==> src/rtl/eer_pkt_pkg.sv <==
// Shared definitions for the EER-RL packet filter / dispatcher.
// Contents:
//   *_DEF          default field widths used by the header struct and the top
//   PKT_*          packet type codes (5..7 are reserved)
//   BROADCAST_ID   all-ones destination; sliced down to the node ID width
//   hdr_t          header record at the default widths
//   state_t        dispatcher FSM states
package eer_pkt_pkg;

  localparam int WORD_WIDTH_DEF = 16;
  localparam int PKT_TYPE_W_DEF = 3;
  localparam int SEQ_W_DEF      = 8;

  localparam int unsigned PKT_HELLO       = 0;
  localparam int unsigned PKT_CH_ANNOUNCE = 1;
  localparam int unsigned PKT_JOIN        = 2;
  localparam int unsigned PKT_DATA        = 3;
  localparam int unsigned PKT_FEEDBACK    = 4;

  // Wide enough for any sensible node ID width; users take the low bits.
  localparam logic [63:0] BROADCAST_ID = '1;

  typedef struct packed {
    logic [PKT_TYPE_W_DEF-1:0] ptype;
    logic [WORD_WIDTH_DEF-1:0] src;
    logic [WORD_WIDTH_DEF-1:0] dst;
    logic [SEQ_W_DEF-1:0]      seq;
  } hdr_t;

  typedef enum logic [1:0] {
    ST_IDLE,
    ST_LOOKUP,
    ST_ISSUE,
    ST_WAIT
  } state_t;

endpackage

==> src/rtl/pkt_hdr_fifo.sv <==
// Synchronous FIFO of packet headers.
// Ports:
//   clk, nrst      clock, asynchronous active-low reset (empties the FIFO)
//   push, wr_data  write strobe and header; ignored while full
//   pop, rd_data   read strobe; rd_data shows the head entry while !empty
//   full, empty    status flags
// Pointers carry one extra wrap bit so full and empty are distinguishable
// without a separate occupancy counter.
module pkt_hdr_fifo
  import eer_pkt_pkg::*;
#(
  parameter type T     = hdr_t,
  parameter int  DEPTH = 4
) (
  input  logic clk,
  input  logic nrst,
  input  logic push,
  input  T     wr_data,
  input  logic pop,
  output T     rd_data,
  output logic full,
  output logic empty
);

  localparam int AW = $clog2(DEPTH);

  T           mem [DEPTH];
  logic [AW:0] wr_ptr_reg;
  logic [AW:0] rd_ptr_reg;
  logic        push_ok;
  logic        pop_ok;

  assign push_ok = push && !full;
  assign pop_ok  = pop && !empty;

  // Storage carries no reset; stale entries are never visible while empty.
  always_ff @(posedge clk) begin
    if (push_ok) begin
      mem[wr_ptr_reg[AW-1:0]] <= wr_data;
    end
  end

  always_ff @(posedge clk or negedge nrst) begin
    if (!nrst) begin
      wr_ptr_reg <= '0;
      rd_ptr_reg <= '0;
    end else begin
      if (push_ok) wr_ptr_reg <= wr_ptr_reg + (AW+1)'(1);
      if (pop_ok)  rd_ptr_reg <= rd_ptr_reg + (AW+1)'(1);
    end
  end

  assign rd_data = mem[rd_ptr_reg[AW-1:0]];
  assign empty   = (wr_ptr_reg == rd_ptr_reg);
  assign full    = (wr_ptr_reg[AW] != rd_ptr_reg[AW]) &&
                   (wr_ptr_reg[AW-1:0] == rd_ptr_reg[AW-1:0]);

endmodule

==> src/rtl/pkt_filter_dispatch.sv <==
// Packet filter and dispatcher for one routing node.
// Headers are buffered in a FIFO, then filtered (reserved type, address,
// duplicate/echo) and each survivor is handed to exactly one unit through a
// one-cycle enable, followed by a wait for unitDone bounded by TIMEOUT.
// Ports:
//   clk, nrst                 clock, asynchronous active-low reset
//   newpkt, fPktType, fSourceID, fDestinationID, fPktSeq   header input
//   myNodeID                  local node ID (quasi-static)
//   unitDone                  completion strobe from the enabled unit
//   pktReady                  FIFO not full
//   en_QTU/KCH/MNI/reward/fwd, iAmDestination   one-cycle dispatch enables
//   curSourceID               source of the packet in ISSUE/WAIT
//   dropCount                 saturating count of filtered packets
//   overflow, timeoutErr      sticky error flags
module pkt_filter_dispatch
  import eer_pkt_pkg::*;
#(
  parameter int WORD_WIDTH = WORD_WIDTH_DEF,
  parameter int PKT_TYPE_W = PKT_TYPE_W_DEF,
  parameter int SEQ_W      = SEQ_W_DEF,
  parameter int QDEPTH     = 4,
  parameter int DUP_DEPTH  = 4,
  parameter int TIMEOUT    = 64,
  parameter int CNT_W      = 8
) (
  input  logic                  clk,
  input  logic                  nrst,
  input  logic                  newpkt,
  input  logic [PKT_TYPE_W-1:0] fPktType,
  input  logic [WORD_WIDTH-1:0] fSourceID,
  input  logic [WORD_WIDTH-1:0] fDestinationID,
  input  logic [SEQ_W-1:0]      fPktSeq,
  input  logic [WORD_WIDTH-1:0] myNodeID,
  input  logic                  unitDone,
  output logic                  pktReady,
  output logic                  en_QTU,
  output logic                  en_KCH,
  output logic                  en_MNI,
  output logic                  en_reward,
  output logic                  en_fwd,
  output logic                  iAmDestination,
  output logic [WORD_WIDTH-1:0] curSourceID,
  output logic [CNT_W-1:0]      dropCount,
  output logic                  overflow,
  output logic                  timeoutErr
);

  localparam int DUP_PTR_W = (DUP_DEPTH > 1) ? $clog2(DUP_DEPTH) : 1;
  localparam int TO_W      = $clog2(TIMEOUT) + 1;

  typedef struct packed {
    logic [PKT_TYPE_W-1:0] ptype;
    logic [WORD_WIDTH-1:0] src;
    logic [WORD_WIDTH-1:0] dst;
    logic [SEQ_W-1:0]      seq;
  } hdr_loc_t;

  hdr_loc_t fifo_wr_data;
  hdr_loc_t fifo_rd_data;
  hdr_loc_t hdr_reg;
  logic     fifo_full;
  logic     fifo_empty;
  logic     fifo_push;
  logic     fifo_pop;

  state_t state_reg;
  state_t state_next;

  logic [WORD_WIDTH-1:0] dup_src_reg [DUP_DEPTH];
  logic [SEQ_W-1:0]      dup_seq_reg [DUP_DEPTH];
  logic [DUP_DEPTH-1:0]  dup_valid_reg;
  logic [DUP_DEPTH-1:0]  dup_match;
  logic [DUP_PTR_W-1:0]  dup_ptr_reg;

  logic [TO_W-1:0]       to_cnt_reg;
  logic [CNT_W-1:0]      drop_cnt_reg;
  logic                  overflow_reg;
  logic                  timeout_reg;
  logic [WORD_WIDTH-1:0] cur_src_reg;

  logic is_hello, is_announce, is_join, is_data, is_feedback;
  logic dst_is_me, dst_is_bcast, type_ok, addr_ok, is_echo, drop;
  logic to_hit;
  logic accept;

  // ---------------------------------------------------------------- FIFO
  assign fifo_wr_data = '{ptype: fPktType, src: fSourceID,
                          dst: fDestinationID, seq: fPktSeq};
  // Only the current full flag gates a push; a same-cycle pop does not help.
  assign fifo_push = newpkt && !fifo_full;
  assign fifo_pop  = (state_reg == ST_IDLE) && !fifo_empty;

  pkt_hdr_fifo #(
    .T     (hdr_loc_t),
    .DEPTH (QDEPTH)
  ) u_fifo (
    .clk     (clk),
    .nrst    (nrst),
    .push    (fifo_push),
    .wr_data (fifo_wr_data),
    .pop     (fifo_pop),
    .rd_data (fifo_rd_data),
    .full    (fifo_full),
    .empty   (fifo_empty)
  );

  // ------------------------------------------------------- filter rules
  for (genvar gi = 0; gi < DUP_DEPTH; gi++) begin : g_dup
    assign dup_match[gi] = dup_valid_reg[gi] &&
                           (dup_src_reg[gi] == hdr_reg.src) &&
                           (dup_seq_reg[gi] == hdr_reg.seq);
  end

  always_comb begin
    is_hello     = (hdr_reg.ptype == PKT_TYPE_W'(PKT_HELLO));
    is_announce  = (hdr_reg.ptype == PKT_TYPE_W'(PKT_CH_ANNOUNCE));
    is_join      = (hdr_reg.ptype == PKT_TYPE_W'(PKT_JOIN));
    is_data      = (hdr_reg.ptype == PKT_TYPE_W'(PKT_DATA));
    is_feedback  = (hdr_reg.ptype == PKT_TYPE_W'(PKT_FEEDBACK));
    dst_is_me    = (hdr_reg.dst == myNodeID);
    dst_is_bcast = (hdr_reg.dst == BROADCAST_ID[WORD_WIDTH-1:0]);
    type_ok      = is_hello || is_announce || is_join || is_data || is_feedback;
    // Only JOIN and FEEDBACK are address-filtered.
    addr_ok      = !(is_join || is_feedback) || dst_is_me || dst_is_bcast;
    is_echo      = (hdr_reg.src == myNodeID);
    drop         = !type_ok || !addr_ok || (|dup_match) || is_echo;
  end

  assign to_hit = (to_cnt_reg == TO_W'(TIMEOUT - 1));
  assign accept = (state_reg == ST_LOOKUP) && !drop;

  // ------------------------------------------------------ state register
  always_ff @(posedge clk or negedge nrst) begin
    if (!nrst) begin
      state_reg <= ST_IDLE;
      hdr_reg   <= '0;
    end else begin
      state_reg <= state_next;
      if (fifo_pop) hdr_reg <= fifo_rd_data;
    end
  end

  // ---------------------------------------------------------- next state
  always_comb begin
    state_next = state_reg;
    case (state_reg)
      ST_IDLE:   if (!fifo_empty) state_next = ST_LOOKUP;
      ST_LOOKUP: state_next = drop ? ST_IDLE : ST_ISSUE;
      ST_ISSUE:  state_next = unitDone ? ST_IDLE : ST_WAIT;
      ST_WAIT:   if (unitDone || to_hit) state_next = ST_IDLE;
      default:   state_next = ST_IDLE;
    endcase
  end

  // ------------------------------------------------------------ outputs
  always_comb begin
    en_QTU         = 1'b0;
    en_KCH         = 1'b0;
    en_MNI         = 1'b0;
    en_reward      = 1'b0;
    en_fwd         = 1'b0;
    iAmDestination = 1'b0;
    if (state_reg == ST_ISSUE) begin
      en_QTU         = is_hello;
      en_KCH         = is_announce;
      en_MNI         = is_join;
      en_reward      = is_feedback;
      iAmDestination = is_data && dst_is_me;
      en_fwd         = is_data && !dst_is_me;
    end
  end

  // ------------------------------------ counters, cache and sticky flags
  always_ff @(posedge clk or negedge nrst) begin
    if (!nrst) begin
      for (int i = 0; i < DUP_DEPTH; i++) begin
        dup_src_reg[i] <= '0;
        dup_seq_reg[i] <= '0;
      end
      dup_valid_reg <= '0;
      dup_ptr_reg   <= '0;
      to_cnt_reg    <= '0;
      drop_cnt_reg  <= '0;
      overflow_reg  <= 1'b0;
      timeout_reg   <= 1'b0;
      cur_src_reg   <= '0;
    end else begin
      if (newpkt && fifo_full) overflow_reg <= 1'b1;

      if ((state_reg == ST_LOOKUP) && drop && (drop_cnt_reg != '1)) begin
        drop_cnt_reg <= drop_cnt_reg + CNT_W'(1);
      end

      // Accepted packets overwrite the oldest cache slot (round robin).
      if (accept) begin
        for (int i = 0; i < DUP_DEPTH; i++) begin
          if (dup_ptr_reg == DUP_PTR_W'(i)) begin
            dup_src_reg[i]   <= hdr_reg.src;
            dup_seq_reg[i]   <= hdr_reg.seq;
            dup_valid_reg[i] <= 1'b1;
          end
        end
        dup_ptr_reg <= (dup_ptr_reg == DUP_PTR_W'(DUP_DEPTH - 1)) ?
                       '0 : dup_ptr_reg + DUP_PTR_W'(1);
        cur_src_reg <= hdr_reg.src;
      end

      if (state_reg == ST_ISSUE) begin
        to_cnt_reg <= '0;
      end else if (state_reg == ST_WAIT) begin
        to_cnt_reg <= to_cnt_reg + TO_W'(1);
        if (!unitDone && to_hit) timeout_reg <= 1'b1;
      end
    end
  end

  assign pktReady    = !fifo_full;
  assign curSourceID = cur_src_reg;
  assign dropCount   = drop_cnt_reg;
  assign overflow    = overflow_reg;
  assign timeoutErr  = timeout_reg;

endmodule

==> config.mk <==
export PLATFORM = sky130hd
export DESIGN_NAME = pkt_filter_dispatch
export DESIGN_NICKNAME = d
export VERILOG_FILES = /design/src/rtl/eer_pkt_pkg.sv /design/src/rtl/pkt_hdr_fifo.sv /design/src/rtl/pkt_filter_dispatch.sv
export SDC_FILE = /design/constraint.sdc
export NUM_CORES = 1
export LEC_CHECK = 0
export BUFFER_PORTS_ARGS = -buffer_cell sky130_fd_sc_hd__buf_2
export CAP_MARGIN = 25
export CORE_UTILIZATION = 45
export CTS_CLUSTER_DIAMETER = 50
export DETAILED_ROUTE_END_ITERATION = 8
export GPL_TIMING_DRIVEN = 1
export PLACE_DENSITY = 0.72
export SLEW_MARGIN = 20
export SYNTH_ARGS = -nofsm -noshare
export SYNTH_HDL_FRONTEND = slang
export SYNTH_SLANG_ARGS = --single-unit
==> constraint.sdc <==
create_clock -name clk -period 2.91 [get_ports clk]
set_input_delay 0.1455 -clock clk [delete_from_list [all_inputs] [get_ports clk]]
set_output_delay 0.1455 -clock clk [all_outputs]
set_load 0.02 [all_outputs]
Word-level counts from Yosys, hierarchy flattened. Memory sizes are Yosys's and may differ from the RTL's. A register that Yosys moved wholly into a read port is not among the register bits. Index checks and enable logic that the tools add are counted.

Bits in registers: 143. Bits in latches: 0. Bits in writable memories: 172. ROM bits: 0. Input bits: 63. Word-level logic and storage cells: 123. Memories: 1.

$add $sub $neg: 5. Multipliers: 0. Divide/modulo/power cells: 0. Order comparisons: 0. Equal/unequal tests: 28. Shift-type cells: 0. Multiplexer cells: 16. Bitwise logic cells: 1. Reduce and logical (&&, ||, !) cells: 51.

Memory list: u_fifo.mem (words 4, bits a word 43, read ports 1, clocked after Yosys merged registers in 1, wr ports 1, line pkt_hdr_fifo.sv:27) `T mem [DEPTH];`.

Operator list (number): $eq 16x16->1 (6); $eq 8x8->1 (4); $logic_and 1x1->1 (20); $eq 16x16->1 const B (1); $mux 7 (2); $logic_or 1x1->1 (11); $mux 2 (5); $reduce_and 2->1 (5); $logic_not 1->1 (9); $add 8x1->8 const B (1); $eq 2x2->1 const B (4); $mux 1 (8); $ne 8x8->1 const B (1); $pmux 2 s4 (1); $add 7x1->7 const B (1); $eq 7x6->1 const B (1); $add 3x1->3 const B (2); $eq 3x2->1 const B (2); $eq 2x1->1 const B (2); $logic_not 2->1 (2); $ne 2x2->1 const B (2); $reduce_or 4->1 (1); $eq 3x1->1 const B (1); $eq 3x3->1 (1); 8 further kinds (8).

Longest topological paths before layout. Gate-level depths: netlist of run 1.

Depth in word-level cells: 12. Mapped depth: 9.

Cells and area by module. From an unflattened synthesis of run 1, not the netlist that was laid out.

Cells, all modules: 934. Area total of the unflattened synthesis: 15386.0 um^2.

By module, submodules not included: pkt_filter_dispatch (times used 1, cells an instance 661, area an instance 8682.1 um^2, seq. area each 4504.3 um^2); pkt_hdr_fifo (times used 1, cells an instance 273, area an instance 6703.9 um^2, seq. area each 5315.1 um^2).

Least setup slack after synthesis of run 1. OpenSTA, ideal clock, no wires.

Path kind: reg2reg. Start: register u_fifo.rd_ptr_reg[1]. End: memory u_fifo.mem[3][0] in the netlist's numbering (enable). Library setup time: 406 ps. Arrival time: 2202 ps. Data required time: 2504 ps. Path slack: 301 ps. Stages on the path, launching flop included: 5. Buffers on the path: 1. Clock period less this slack: 2609 ps. Path through: dfrtp_1 -> clkbuf_1 -> xnor2_1 -> nand3_1 -> and3_1.

Word-level cells in the longest chain between the ends: 7.

RTL lines: start, declared (line pkt_hdr_fifo.sv:29) `logic [AW:0] rd_ptr_reg;`; start signal, assigned (line pkt_hdr_fifo.sv:49) `if (pop_ok) rd_ptr_reg <= rd_ptr_reg + (AW+1)'(1);`; $eq 2x2->1 (*) (line pkt_hdr_fifo.sv:56) `(wr_ptr_reg[AW-1:0] == rd_ptr_reg[AW-1:0]);`; $logic_and 1x1->1 (*) (line pkt_hdr_fifo.sv:55) `assign full = (wr_ptr_reg[AW] != rd_ptr_reg[AW]) &&`; $logic_not 1->1 (*); via pktReady (line pkt_filter_dispatch.sv:35) `output logic pktReady,`; $logic_and 1x1->1 (line pkt_filter_dispatch.sv:90) `assign fifo_push = newpkt && !fifo_full;`; $logic_and 1x1->1 (*) (line pkt_hdr_fifo.sv:33) `assign push_ok = push && !full;`; $mux 1 (*) (line pkt_hdr_fifo.sv:38) `if (push_ok) begin`; $mux 1 (implied by the code) (*) (line pkt_hdr_fifo.sv:39) `mem[wr_ptr_reg[AW-1:0]] <= wr_data;`; end, declared (line pkt_hdr_fifo.sv:27).

Mark *: on every way through the listed nets, which the timed path passes. The rest lies on a longest branch.

Final worst setup path of run 1.
Start: register, netlist name hdr_reg[32]. End: register cur_src_reg[9] (netlist: curSourceID[9]).

Word-level cells in the longest chain between the ends: 8. Elaborated cells between the ends (all ways): 18. Those cells by class: eq/ne (5); reduce/logical (13).

RTL lines: $eq 16x16->1 (line pkt_filter_dispatch.sv:110) `(dup_src_reg[gi] == hdr_reg.src) &&`; $logic_and 1x1->1 (line pkt_filter_dispatch.sv:109) `assign dup_match[gi] = dup_valid_reg[gi] &&`; $logic_and 1x1->1 (line pkt_filter_dispatch.sv:110); $reduce_or 4->1 (line pkt_filter_dispatch.sv:126) `drop = !type_ok || !addr_ok || (|dup_match) || is_echo;`; $logic_or 1x1->1 (line pkt_filter_dispatch.sv:126); $logic_or 1x1->1 (*) (line pkt_filter_dispatch.sv:126); $logic_not 1->1 (*) (line pkt_filter_dispatch.sv:130) `assign accept = (state_reg == ST_LOOKUP) && !drop;`; $logic_and 1x1->1 (*) (line pkt_filter_dispatch.sv:130); end signal, assigned (line pkt_filter_dispatch.sv:205) `cur_src_reg <= hdr_reg.src;`; end, declared (line pkt_filter_dispatch.sv:79) `logic [WORD_WIDTH-1:0] cur_src_reg;`.

Mark *: on every way between the ends. The rest lies on a longest branch, timed or not. A chain may end at the register's enable or synchronous reset.

==> results of run 1 <==
[what timing repair did]
item | CTS | global route
hold endpoints to repair | 272 | 0
resized for setup | 1 | 1
gates cloned | 0 | 0
endpoints found under the setup margin | 67 | 7
hold buffers | 46 | 0
[report_power, final]
group | switching, mW | internal (mW) | total, mW
Clock | 2.00 | 2.80 | 4.80
Sequential | 1.52 | 7.19 | 8.72
Combinational | 3.49 | 4.04 | 7.52
Total | 7.01 | 14.0 | 21.0
[logic make-up after synthesis]
logic type      after synthesis  share of synthesized area
flops                       358                      0.643
compound gates               26                     0.0130
simple gates                116                     0.0443
mux                         203                      0.183
buf+inv                      65                     0.0256
fa+ha+maj                    11                    0.00902
xor+xnor                    143                     0.0820
[worst max-delay path: cells and delay by family, from the launching register on]
kind / cells / cell delay (ns)
flip-flops: 1 / 0.62
buffers and inverters: 3 / 0.73
AND/OR/NAND/NOR: 3 / 0.66
XOR/XNOR: 1 / 0.13
multiplexers: 1 / 0.37
AO/OA/AOI/OAI: 1 / 0.13
[layer usage]
metal  wire (um)  part of all wire  global-route usage  vias to the layer above
li1            -                 -                   -                     3757
met1       14200              0.44               0.266                     4277
met2       15700              0.49               0.321                      145
met3        1400             0.044              0.0312                       47
met4         732             0.023              0.0541                        0
met5           0                 0                   0                        -
[through the flow]
stage	total power, mW	instance area [um^2]
2_1_floorplan	14.1	15300
3_3_place_gp	16.1	16400
3_5_place_dp	16.4	16500
4_1_cts	21.3	18200
5_1_grt	22.2	18200
6_report	21.0	18200
[path summary, 6_finish.rpt]
| kind | endpoint | depth (start not counted) |
|---|---|---|
| min in group clk | u_fifo.mem[2][13] | 2 |
| worst min register to register | timeoutErr | 1 |
| worst max register to register | curSourceID[9] | 9 |
| max in group asynchronous | curSourceID[2] | 3 |
| worst max-delay path | curSourceID[9] | 9 |
| worst min-delay path | curSourceID[6] | 2 |
[synthesized netlist by cell type, types with 13 or more instances]
cell type / count
buf_2: 15
buf_4: 18
dfrtp_1: 186
edfxtp_1: 172
mux2_2: 149
mux4_2: 43
nand2_1: 22
nand3_1: 13
nand4_1: 29
nor2_1: 13
xnor2_1: 119
xor2_1: 24
[cell type report]
type                       count  area (um^2)  share of cell area
sequential                   358         9820               0.540
multi-input combinational    499         5080               0.279
timing repair buffer         184         1420              0.0780
clock buffer                  56         1120              0.0617
tap                          448          561              0.0308
clock inverter                16          139             0.00764
inverter                      11         41.3             0.00227
==> results.md, run 1 <==
Setup path:
- Walking the worst path, the cells encountered are buf_4, xnor2_1, nand4_1, nor3_1, a22oi_1, buf_4, nand4_2, buf_4, mux2_2.
- The element type at the critical path start is a register.
- The endpoint kind of the worst setup timing path is a register.
- The worst setup path startpoint is hdr_reg[32].
- The cell occurring most often along the worst timing path is buf_4.
- The startpoint identified for the worst register-to-register timing path is hdr_reg[32].
- The delay contributed by the slowest stage of the critical path is 0.62 ns.
- The required time of the critical path is 3.31 ns.
- The worst register-to-register path has a setup slack of 0.12 ns.
- The critical path is of the reg -> reg type.
- For this design, the slowest cell found on the critical path is dfrtp_1.
- The peak fanout along the critical path is 13.
- For the worst setup path, the data arrival time is 3.19 ns.

Cells and area:
- The top cell types in the final layout, fill and taps aside, are dfrtp_1 (183), edfxtp_1 (172), mux2_2 (149).
- The area growth from synthesis to layout is 19.1%.
- The flip-flop count of the largest register, all copies and words added is 172.
- Leaving out fill and tap cells, the most frequent cell in the layout is dfrtp_1.
- The non-filler instance count after layout is 1,572.
- The share of final-layout standard cells stronger than drive strength 1 is 0.367.
- The diode insertion count for antenna repair is 0.
- The final layout contains 1,168 nets.
- The final core utilization is 0.544.
- The count of filler cells inserted in the layout is 2,640.

Timing:
- The post-route clock skew is 0.0264 ns.
- The share of the clock period used by the worst path is 0.959.
- Setup violations remaining at the end of the flow were counted as 0.
- The hold violation count in the final report was 0.
- For the pin with the worst max-slew slack, the measured transition is 0.873 ns.
- The worst slack on hold paths is 0.266 ns.
- The final-report max-slew violation count is 0.
- Setup slack on the critical path of the routed design comes to 0.120 ns.
- The worst slew margin relative to its limit is 0.418.
- Setup repair after global routing left no endpoint under its margin.
- For the finished layout, the period the worst path requires is 2.79 ns.
- The maximum clock frequency is 358 MHz.
- The final-layout setup total negative slack is 0 ns.

Power:
- The power density of the placed cells is 1160 nW/um^2.
- IR analysis of the VDD net gives a maximum drop of 677 uV.
- The static leakage is 6.95 nW.

Clock tree:
- Clock tree synthesis selected as its root buffer the cell clkbuf_16.
- The CTS sink count is 358.
- The clock slew at the register clock pins of the worst setup and hold paths is 0.06 ns.
- The clock reaches the later pin of the worst-skew pair after 0.53 ns.
- The total CTS buffers is 40.
- The clock passes through at most 3 buffers.
- TritonCTS built the clock tree.
- The number of buffers added for setup after CTS is 0.
- The CTS H-tree depth is 2.

GRT:
- The first global-routing pass estimated 50,300 um of wire.
- Across every metal layer, demand over resource in global routing totals 0.194.
- Entering global routing, the biggest net connects 100 pins.
- The initial antenna violation count is 0.
- The total overflow left after global routing is 0.
- The via count of the first global-routing pass is 8,688.

Placement:
- The congestion estimate from routability-driven global placement came to 0.791.
- After legalization and detailed placement, the total HPWL measured 20,900 um.
- The number of port buffers is 95.
- The number of cells in the design after placement is 1,454.
- Before CTS, the worst setup slack after placement is -0.126 ns.

Drt:
- The remaining design rule violation count is 0.
- After detailed routing, the average wire length per cell comes to 20.4 um.
- In this run the remaining antenna-violating nets after routing total 0.
- The number of detailed-routing iterations run before antenna repair is 4.
- Using the TritonRoute via totals, the vias-per-cell ratio works out to 5.23.
- Across all layers, the routed design uses 8,226 vias.
- Summed over all layers, the routed wires come to 32,000 um.
- The first routing iteration left 429 violations.

Die:
- The initial utilization of the core area, before any placement, comes to 0.456.
- The height of the die is 186 um.
- The die covers 34,700 um^2.
- The I/O pin count is 96.
- The width of the die is 186 um.
- In this run the core area contains 67 standard-cell rows.
- The total area inside the core boundary comes to 33,400 um^2.

Synth:
- Counting flops with an async set or reset pin after synthesis yields a share of 0.520.
- Counting every net in the synthesized netlist gives 996.
- The dominant cell type by area after synthesis is edfxtp_1.
- The area fraction of the dominant cell type after synthesis is 0.338.
- The synthesized area per cell is 16.6 um^2.
- The post-synthesis cell type count is 45.
- In the synthesized netlist the dominant register cell turns out to be dfrtp_1.
- Synthesis handed over a netlist of 922 instances.
- The number of enable-type register cells in the synthesized netlist is 172.
- The mapped netlist covers 15,300 um^2.
- By area the synthesized netlist is led by edfxtp_1 (34%), dfrtp_1 (30%), mux2_2 (11%).
- Of the synthesized area, sequential elements account for 0.643.
- After synthesis the netlist holds a flip-flop and latch count of 358.
- The number of warnings issued by yosys is 0.

Job:
- Max-cap violations in this run came to 0.

Run status:
- The flow ran to the end, and the final reports show no timing, DRC or antenna violations.

Hold path:
- The min-delay analysis places its worst path in the category in -> async.
No activity file was read; power rests on OpenSTA's default activity.
==> inputs of run 2 (changes only) <==
CORE_ASPECT_RATIO = 0.75   (was default)
==> run 2 against run 1 <==
Net effect: first-iteration DRC count up 30%; non-clock buffer count up 15; sequential power down 2.5%; hold slack worse by 0.059 ns; clock-buffer cell count down 11; power up 0.96%; clock power down 3%.
==> results.md, run 2 (same netlist as run 1, synthesis figures left out) <==
GRT:
- In the global route stage, overall resource usage came out at 0.201.
- The via count of the first global-routing pass was 8,813.
- For this run the aggregate overflow at the end of global routing stands at 0.
- Entering global routing, the biggest net connects 74 pins.
- The initial antenna violation count is 1.
- The met3 routing resource usage after global routing is 0.0358.
- met2 is the most crowded layer.
- For this run, global-route usage on met2 was measured as 0.308.
- The first-pass GRT wire length is 52,900 um.
- In the global route stage, met1 resource usage came out at 0.298.

Setup path:
- The category of cells accounting for the largest share of critical-path delay is simple AND/OR/NAND/NOR gates.
- The critical path's slowest cell is dfrtp_1.
- The critical path is of the reg -> reg type.
- The number of cells on the worst reg-to-reg path is 9.
- The endpoint kind of the worst setup timing path is a register.
- The startpoint identified for the worst register-to-register timing path is hdr_reg[39].
- In this design, the stage delay of the slowest critical-path cell is 0.48 ns.
- The peak fanout along the critical path is 8.
- In this run the register-to-register setup slack is 0.08 ns.
- The count of buffering cells on the critical path with inverters included is 3.
- Among the stages of the critical path, the cell type that occurs most often is buf_4.
- The signal on the critical path passes through buf_4, xnor2_2, nand4_1, nor4_1, a22oi_2, buf_12, buf_4, a31oi_1, mux2_2.
- The required time of the critical path is 3.31 ns.
- STA classifies the critical path startpoint as a register.
- The endpoint of the worst register-to-register path is dropCount[1].
- Data arrives at the worst endpoint at 3.23 ns.

Drt:
- The final layout contains routed wiring with a total length of 33,600 um.
- The final routed wire length divided by cell count is 21.2 um.
- The first detailed-routing pass ran for 5 iterations.
- The via count of the routed design is 8,328.
- After detailed routing, the number of remaining DRC violations is 0.
- The post-detailed-route count of antenna-violating nets is 0.
- The number of DRC markers in iteration 0 is 558.
- The detail-routed via count per cell is 5.26.

Timing:
- The maximum clock frequency is 354 MHz.
- Setup violations remaining at the end of the flow were counted as 0.
- The final critical delay including setup and external delays is 2.83 ns.
- The slew at the pin closest to its max-slew limit is 0.883 ns.
- The final-report max-slew violation count is 0.
- The final-layout setup total negative slack is 0 ns.
- The share of the clock period used by the worst path is 0.971.
- Clock skew on the completed layout was measured at 0.0223 ns.
- The worst pin sits at a relative slew slack of 0.411.
- The post-route worst setup slack is 0.0837 ns.
- The hold violation count in the final report is 0.

Die:
- The starting utilization of the core area is 0.456.
- In this run the core area contains 58 standard-cell rows.
- 96 I/O pins were placed.
- The width of the die is 215 um.
- The floorplan step defined a core boundary enclosing 33,500 um^2.
- The height of the die is 162 um.
- The die covers 34,700 um^2.

Job:
- Across the run, the number of max-cap violations was 0.

Placement:
- The routability congestion estimate from global placement is 0.823.
- The number of cells in the design after placement is 1,469.
- The total placed instance area is 16,500 um^2.
- The pre-CTS setup slack is -0.0486 ns.
- The sum of net half-perimeters after detailed placement is 22,800 um.
- The number of port buffers is 95.

Clock tree:
- At the later pin of the worst-skew pair, clock insertion delay measures 0.53 ns.
- The CTS sink count is 358.
- TritonCTS built the clock tree.
- The clock root buffer is clkbuf_16.
- After clock tree synthesis, the clock-pin slew on the worst setup and hold paths is 0.06 ns.
- The CTS H-tree depth is 2.
- The total CTS buffers is 36.
- Counting along the longest clock path gives a buffer depth of 3.

Cells and area:
- The count of filler cells inserted in the layout is 2,632.
- The area of the multi-input gates is 5090 um^2.
- In the final layout, the share of cells above drive strength 1 is 0.375.
- The non-filler instance count after layout is 1,582.
- The final net count is 1,179.
- The register with the most flip-flops in the layout has 172 of them.
- After routing the design area is 18,200 um^2.
- Leaving out fill and tap cells, the most frequent cells in the layout are dfrtp_1 (183), edfxtp_1 (172), mux2_2 (149).
- The diode insertion count for antenna repair is 0.
- The area growth from synthesis to layout is 19.2%.
- The total area of sequential cells is 9820 um^2.
- The most common cell after layout, fill and taps aside is dfrtp_1.

Power:
- The power density of the placed cells is 1170 nW/um^2.
- The static leakage is 6.99 nW.
- The maximum VDD drop is 694 uV.

Run status:
- The run finished with clean final reports.

Hold path:
- The class of the tightest hold or removal check is in -> async.
[run 2: changes by cell type in the layout (fill, tap and decap cells not counted), moves of 3 or more]
cell | previous run | this run
clkbuf_1 | 10 | 4
clkinv_1 | 1 | 4
clkbuf_16 | 40 | 37
buf_12 | 12 | 9
buf_4 | 31 | 49
[run 2: repair_timing]
action,CTS,global route
pin swaps,1,1
endpoints found under the setup margin,88,115
hold endpoints to repair,244,0
buffers inserted,0,2
hold buffers,46,0
gates resized for setup,1,2
[run 2: report_power, final]
| group | switching (mW) | internal [mW] |
|---|---|---|
| combinational | 3.94 | 4.13 |
| sequential | 1.30 | 7.20 |
| clock | 1.96 | 2.71 |
[run 2: how the worst max path moves through the flow]
| stage | start | cells past startpoint | slack, ns | end |
|---|---|---|---|---|
| 2_1_floorplan | u_fifo.rd_ptr_reg[1] | 4 | 0.30 | u_fifo.mem[3][0] |
| 3_3_place_gp | hdr_reg[33] | 7 | -0.08 | curSourceID[15] |
| 3_5_place_dp | hdr_reg[26] | 9 | -0.05 | dup_seq_reg[11] |
| 4_1_cts | hdr_reg[39] | 8 | 0.0006 | dup_src_reg[25] |
| 5_1_grt | hdr_reg[39] | 9 | -0.02 | dropCount[1] |
| 6_report | hdr_reg[39] | 9 | 0.08 | dropCount[1] |
[run 2: cell type report]
cell class | instances | share of cell area
tap | 450 | 0.0309
clock inverter | 20 | 0.0107
clock buffer | 45 | 0.0547
sequential | 358 | 0.540
inverter | 11 | 0.00227
timing repair buffer | 199 | 0.0820
multi-input combinational | 499 | 0.280
[run 2: per-stage QoR]
step / utilization / power (mW) / hold slack [ns]
after floorplan: - / 14.1 / -0.150
after global placement: 0.493 / 16.3 / 0.217
after detailed placement: 0.493 / 16.6 / 0.222
after CTS: 0.543 / 21.3 / 0.235
after global routing: 0.544 / 22.4 / 0.282
final: 0.544 / 21.2 / 0.208
[run 2: layer usage]
metal | share of wire | up-vias
met2 | 0.45 | 213
met4 | 0.018 | 0
li1 | - | 3775
met1 | 0.47 | 4297
met5 | 0 | -
met3 | 0.057 | 43
==> inputs of run 3 (changes only) <==
CORE_UTILIZATION = 34   (was 45)
PLACE_DENSITY = 0.6   (was 0.72)
==> run 3 against run 2 <==
Net effect: the flow now finishes with violations (DRC); worst setup slack better by 0.041 ns; fmax up 1.5%; combinational power down 1%; routed wire length up 3.2%; hold slack better by 0.0074 ns; critical path type unchanged; critical endpoint is now dup_src_reg[19].
==> results.md, run 3 (same netlist as run 1, synthesis figures left out) <==
Run status:
- The flow ran to the end, but the final reports show violations.
- The checks that failed: DRC.

Placement:
- The total placed instance area is 16,800 um^2.
- After detailed placement, the design holds a cell count of 1,597.
- The number of port buffers is 95.
- The sum of net half-perimeters after detailed placement is 23,600 um.
- Routability-driven placement finished with a final weighted congestion of 0.786.

Cells and area:
- Of the cells placed in the final design, the portion with a size suffix greater than 1 is 0.369.
- The non-filler instance count after layout is 1,712.
- The area growth from synthesis to layout is 20.8%.
- Summing all multi-input logic gate instances after layout gives 5100 um^2.
- The register with the most flip-flops in the layout has 172 of them.
- The repair_antennas step left the layout with diodes totalling 0.
- The layout has 3,905 filler cells.
- The cell area after layout is 18,400 um^2.
- Leaving out fill and tap cells, the most frequent cells in the layout are dfrtp_1 (183), edfxtp_1 (172), mux2_2 (149).
- The final core utilization is 0.420.
- The sequential cells in the finished layout cover a total of 9820 um^2.
- The most common cell after layout, fill and taps aside is dfrtp_1.
- After the last flow step, the layout net total stands at 1,179.

Drt:
- In the routed design, unresolved DRC markers number 5.
- The via count of the routed design is 8,229.
- Using the TritonRoute via totals, the vias-per-cell ratio works out to 4.81.
- After detailed routing, the total wire length is 34,600 um.
- The number of DRC markers in iteration 0 is 548.
- The final routed wire length divided by cell count is 20.2 um.
- For this run, the detailed router's first-pass iteration total came to 7.
- In this run the remaining antenna-violating nets after routing total 0.

Hold path:
- The class of the tightest hold or removal check is in -> async.

Clock tree:
- For the worst-skew pair, the clock arrives at the later sink with an insertion delay of 0.55 ns.
- Once the clock tree was built, the setup fixing pass inserted 0 buffers.
- TritonCTS built the clock tree.
- The cell sitting at the root of the clock tree is a clkbuf_16.
- The CTS sink count is 358.
- The clock slew at the register clock pins of the worst setup and hold paths is 0.06 ns.
- The total CTS buffers is 38.
- The longest clock path from root to sink contains 3 buffers.
- The H-tree was split into 2 levels.

Timing:
- Setup repair after global routing left no endpoint under its margin.
- The worst slew margin relative to its limit is 0.510.
- Clock skew on the completed layout was measured at 0.0239 ns.
- The final-report max-slew violation count was 0.
- Setup violations remaining at the end of the flow were counted as 0.
- For the pin with the worst max-slew slack, the measured transition is 0.733 ns.
- The hold violation count in the final report came to 0.
- The maximum clock frequency is 359 MHz.
- Dividing the final minimum period by the clock period gives 0.957.
- Subtracting the final worst setup slack from the clock period gives 2.78 ns.

GRT:
- The first-pass GRT wire length is 53,800 um.
- The combined global-route utilization of all metal layers is 0.157.
- The remaining global-route overflow is 0.
- Entering global routing, the biggest net connects 80 pins.
- The initial antenna violation count came to 0.
- The via count of the first global-routing pass is 8,669.

Job:
- The tool flagged a number of max-cap violations equal to 0.

Setup path:
- The path depth of the worst reg2reg path is 9.
- The data arrival time of the worst path is 3.21 ns.
- By instance count, the cell type seen most on the critical path is buf_4.
- The required time of the critical path is 3.33 ns.
- The peak fanout along the critical path is 12.
- On the worst path, the slowest cell contributes a delay of 0.72 ns.
- The worst setup path is captured at a register.
- The worst register-to-register path ends at dup_src_reg[19].
- Traced cell by cell, the critical path runs through buf_4, xnor2_1, nand4_1, nor4_1, a22oi_2, buf_4, nand4_4, buf_4, mux2_2.
- The element type at the critical path start is a register.
- The critical path class is reg -> reg.
- The worst register-to-register path begins at hdr_reg[39].
- The number of buffers and inverters on the critical path is 3.
- The slack of the worst reg-to-reg path is 0.13 ns.
- The slowest stage of the critical path is the dfrtp_1 cell.
- The kind of cell with the highest combined delay along the critical path is flip-flops.

Power:
- The static leakage is 7.00 nW.
- The power density of the placed cells is 1160 nW/um^2.
- The proportion of power drawn by combinational gates is 0.374.
- The maximum VDD drop is 624 uV.
- The switching fraction of total power is 0.342.
- The internal power of the cells is 14.0 mW.
- The switching power is 7.28 mW.
- The part of the total power dissipated in sequential elements is 0.408.
- The share of total power dissipated in the clock network is 0.218.

Die:
- The core footprint is 43,800 um^2.
- The I/O pin count is 96.
- The width of the die is 247 um.
- The die is 186 um tall.
- The initial utilization of the core area, before any placement, comes to 0.348.
- The total number of placement rows is 66.
- The area of the die is 45,800 um^2.
## run 3: stage by stage
step	hold WS [ns]	power, mW	worst slack [ns]	TNS (ns)
finish	0.215	21.3	0.125	0
detailed placement	0.251	16.8	-0.196	-11.46
global route	0.266	22.6	0.00481	0
global placement	0.251	16.7	-0.134	-4.79
floorplan	-0.150	14.1	0.301	0
CTS	0.252	21.6	0.00405	0
## run 3: worst reg2reg max path, cell delays in order, from the launching register on
cell,delay (ns)
dfrtp_1,0.72
buf_4,0.23
xnor2_1,0.14
nand4_1,0.11
nor4_1,0.43
a22oi_2,0.10
buf_4,0.23
nand4_4,0.13
buf_4,0.21
mux2_2,0.36
## run 3: worst max-delay path by stage
| stage | start | to | slack (ns) | cells after the start |
|---|---|---|---|---|
| after detailed placement | hdr_reg[35] | dup_src_reg[13] | -0.20 | 7 |
| after global routing | hdr_reg[30] | dup_src_reg[13] | 0.005 | 7 |
| after CTS | hdr_reg[35] | dup_src_reg[19] | 0.004 | 7 |
| final | hdr_reg[39] | dup_src_reg[19] | 0.13 | 9 |
| after floorplan | u_fifo.rd_ptr_reg[1] | u_fifo.mem[3][0] | 0.30 | 4 |
| after global placement | hdr_reg[35] | dup_src_reg[13] | -0.13 | 7 |
## run 3: power groups by stage
| stage | clock (mW) | combinational, mW | sequential [mW] |
|---|---|---|---|
| finish | 4.65 | 7.98 | 8.68 |
| global route | 4.96 | 8.69 | 8.92 |
| CTS | 4.77 | 8.10 | 8.71 |
| detailed placement | 0 | 8.00 | 8.80 |
| global placement | 0 | 7.94 | 8.72 |
| floorplan | 0 | 5.83 | 8.23 |
## run 3: layout make-up
| cell class | count | area share |
|---|---|---|
| flip-flops and latches | 358 | 0.533 |
| multi-input cells | 499 | 0.277 |
| repair buffers | 197 | 0.0849 |
| clock buffers | 53 | 0.0574 |
| well taps | 578 | 0.0392 |
| clock inverters | 16 | 0.00692 |
| inverters | 11 | 0.00224 |
## run 3: repair_timing
action                                  CTS  global route
resized for setup                         1             4
gates cloned                              0             0
endpoints found under the setup margin  114           120
hold endpoints to repair                251             0
hold buffers                             46             0
## run 3: per-layer routing
| layer | up-vias | global-route usage | wire, um |
|---|---|---|---|
| li1 | 3785 | - | - |
| met1 | 4269 | 0.228 | 16900 |
| met2 | 134 | 0.246 | 15900 |
| met3 | 41 | 0.0280 | 1280 |
| met4 | 0 | 0.0380 | 518 |
| met5 | - | 0 | 0 |
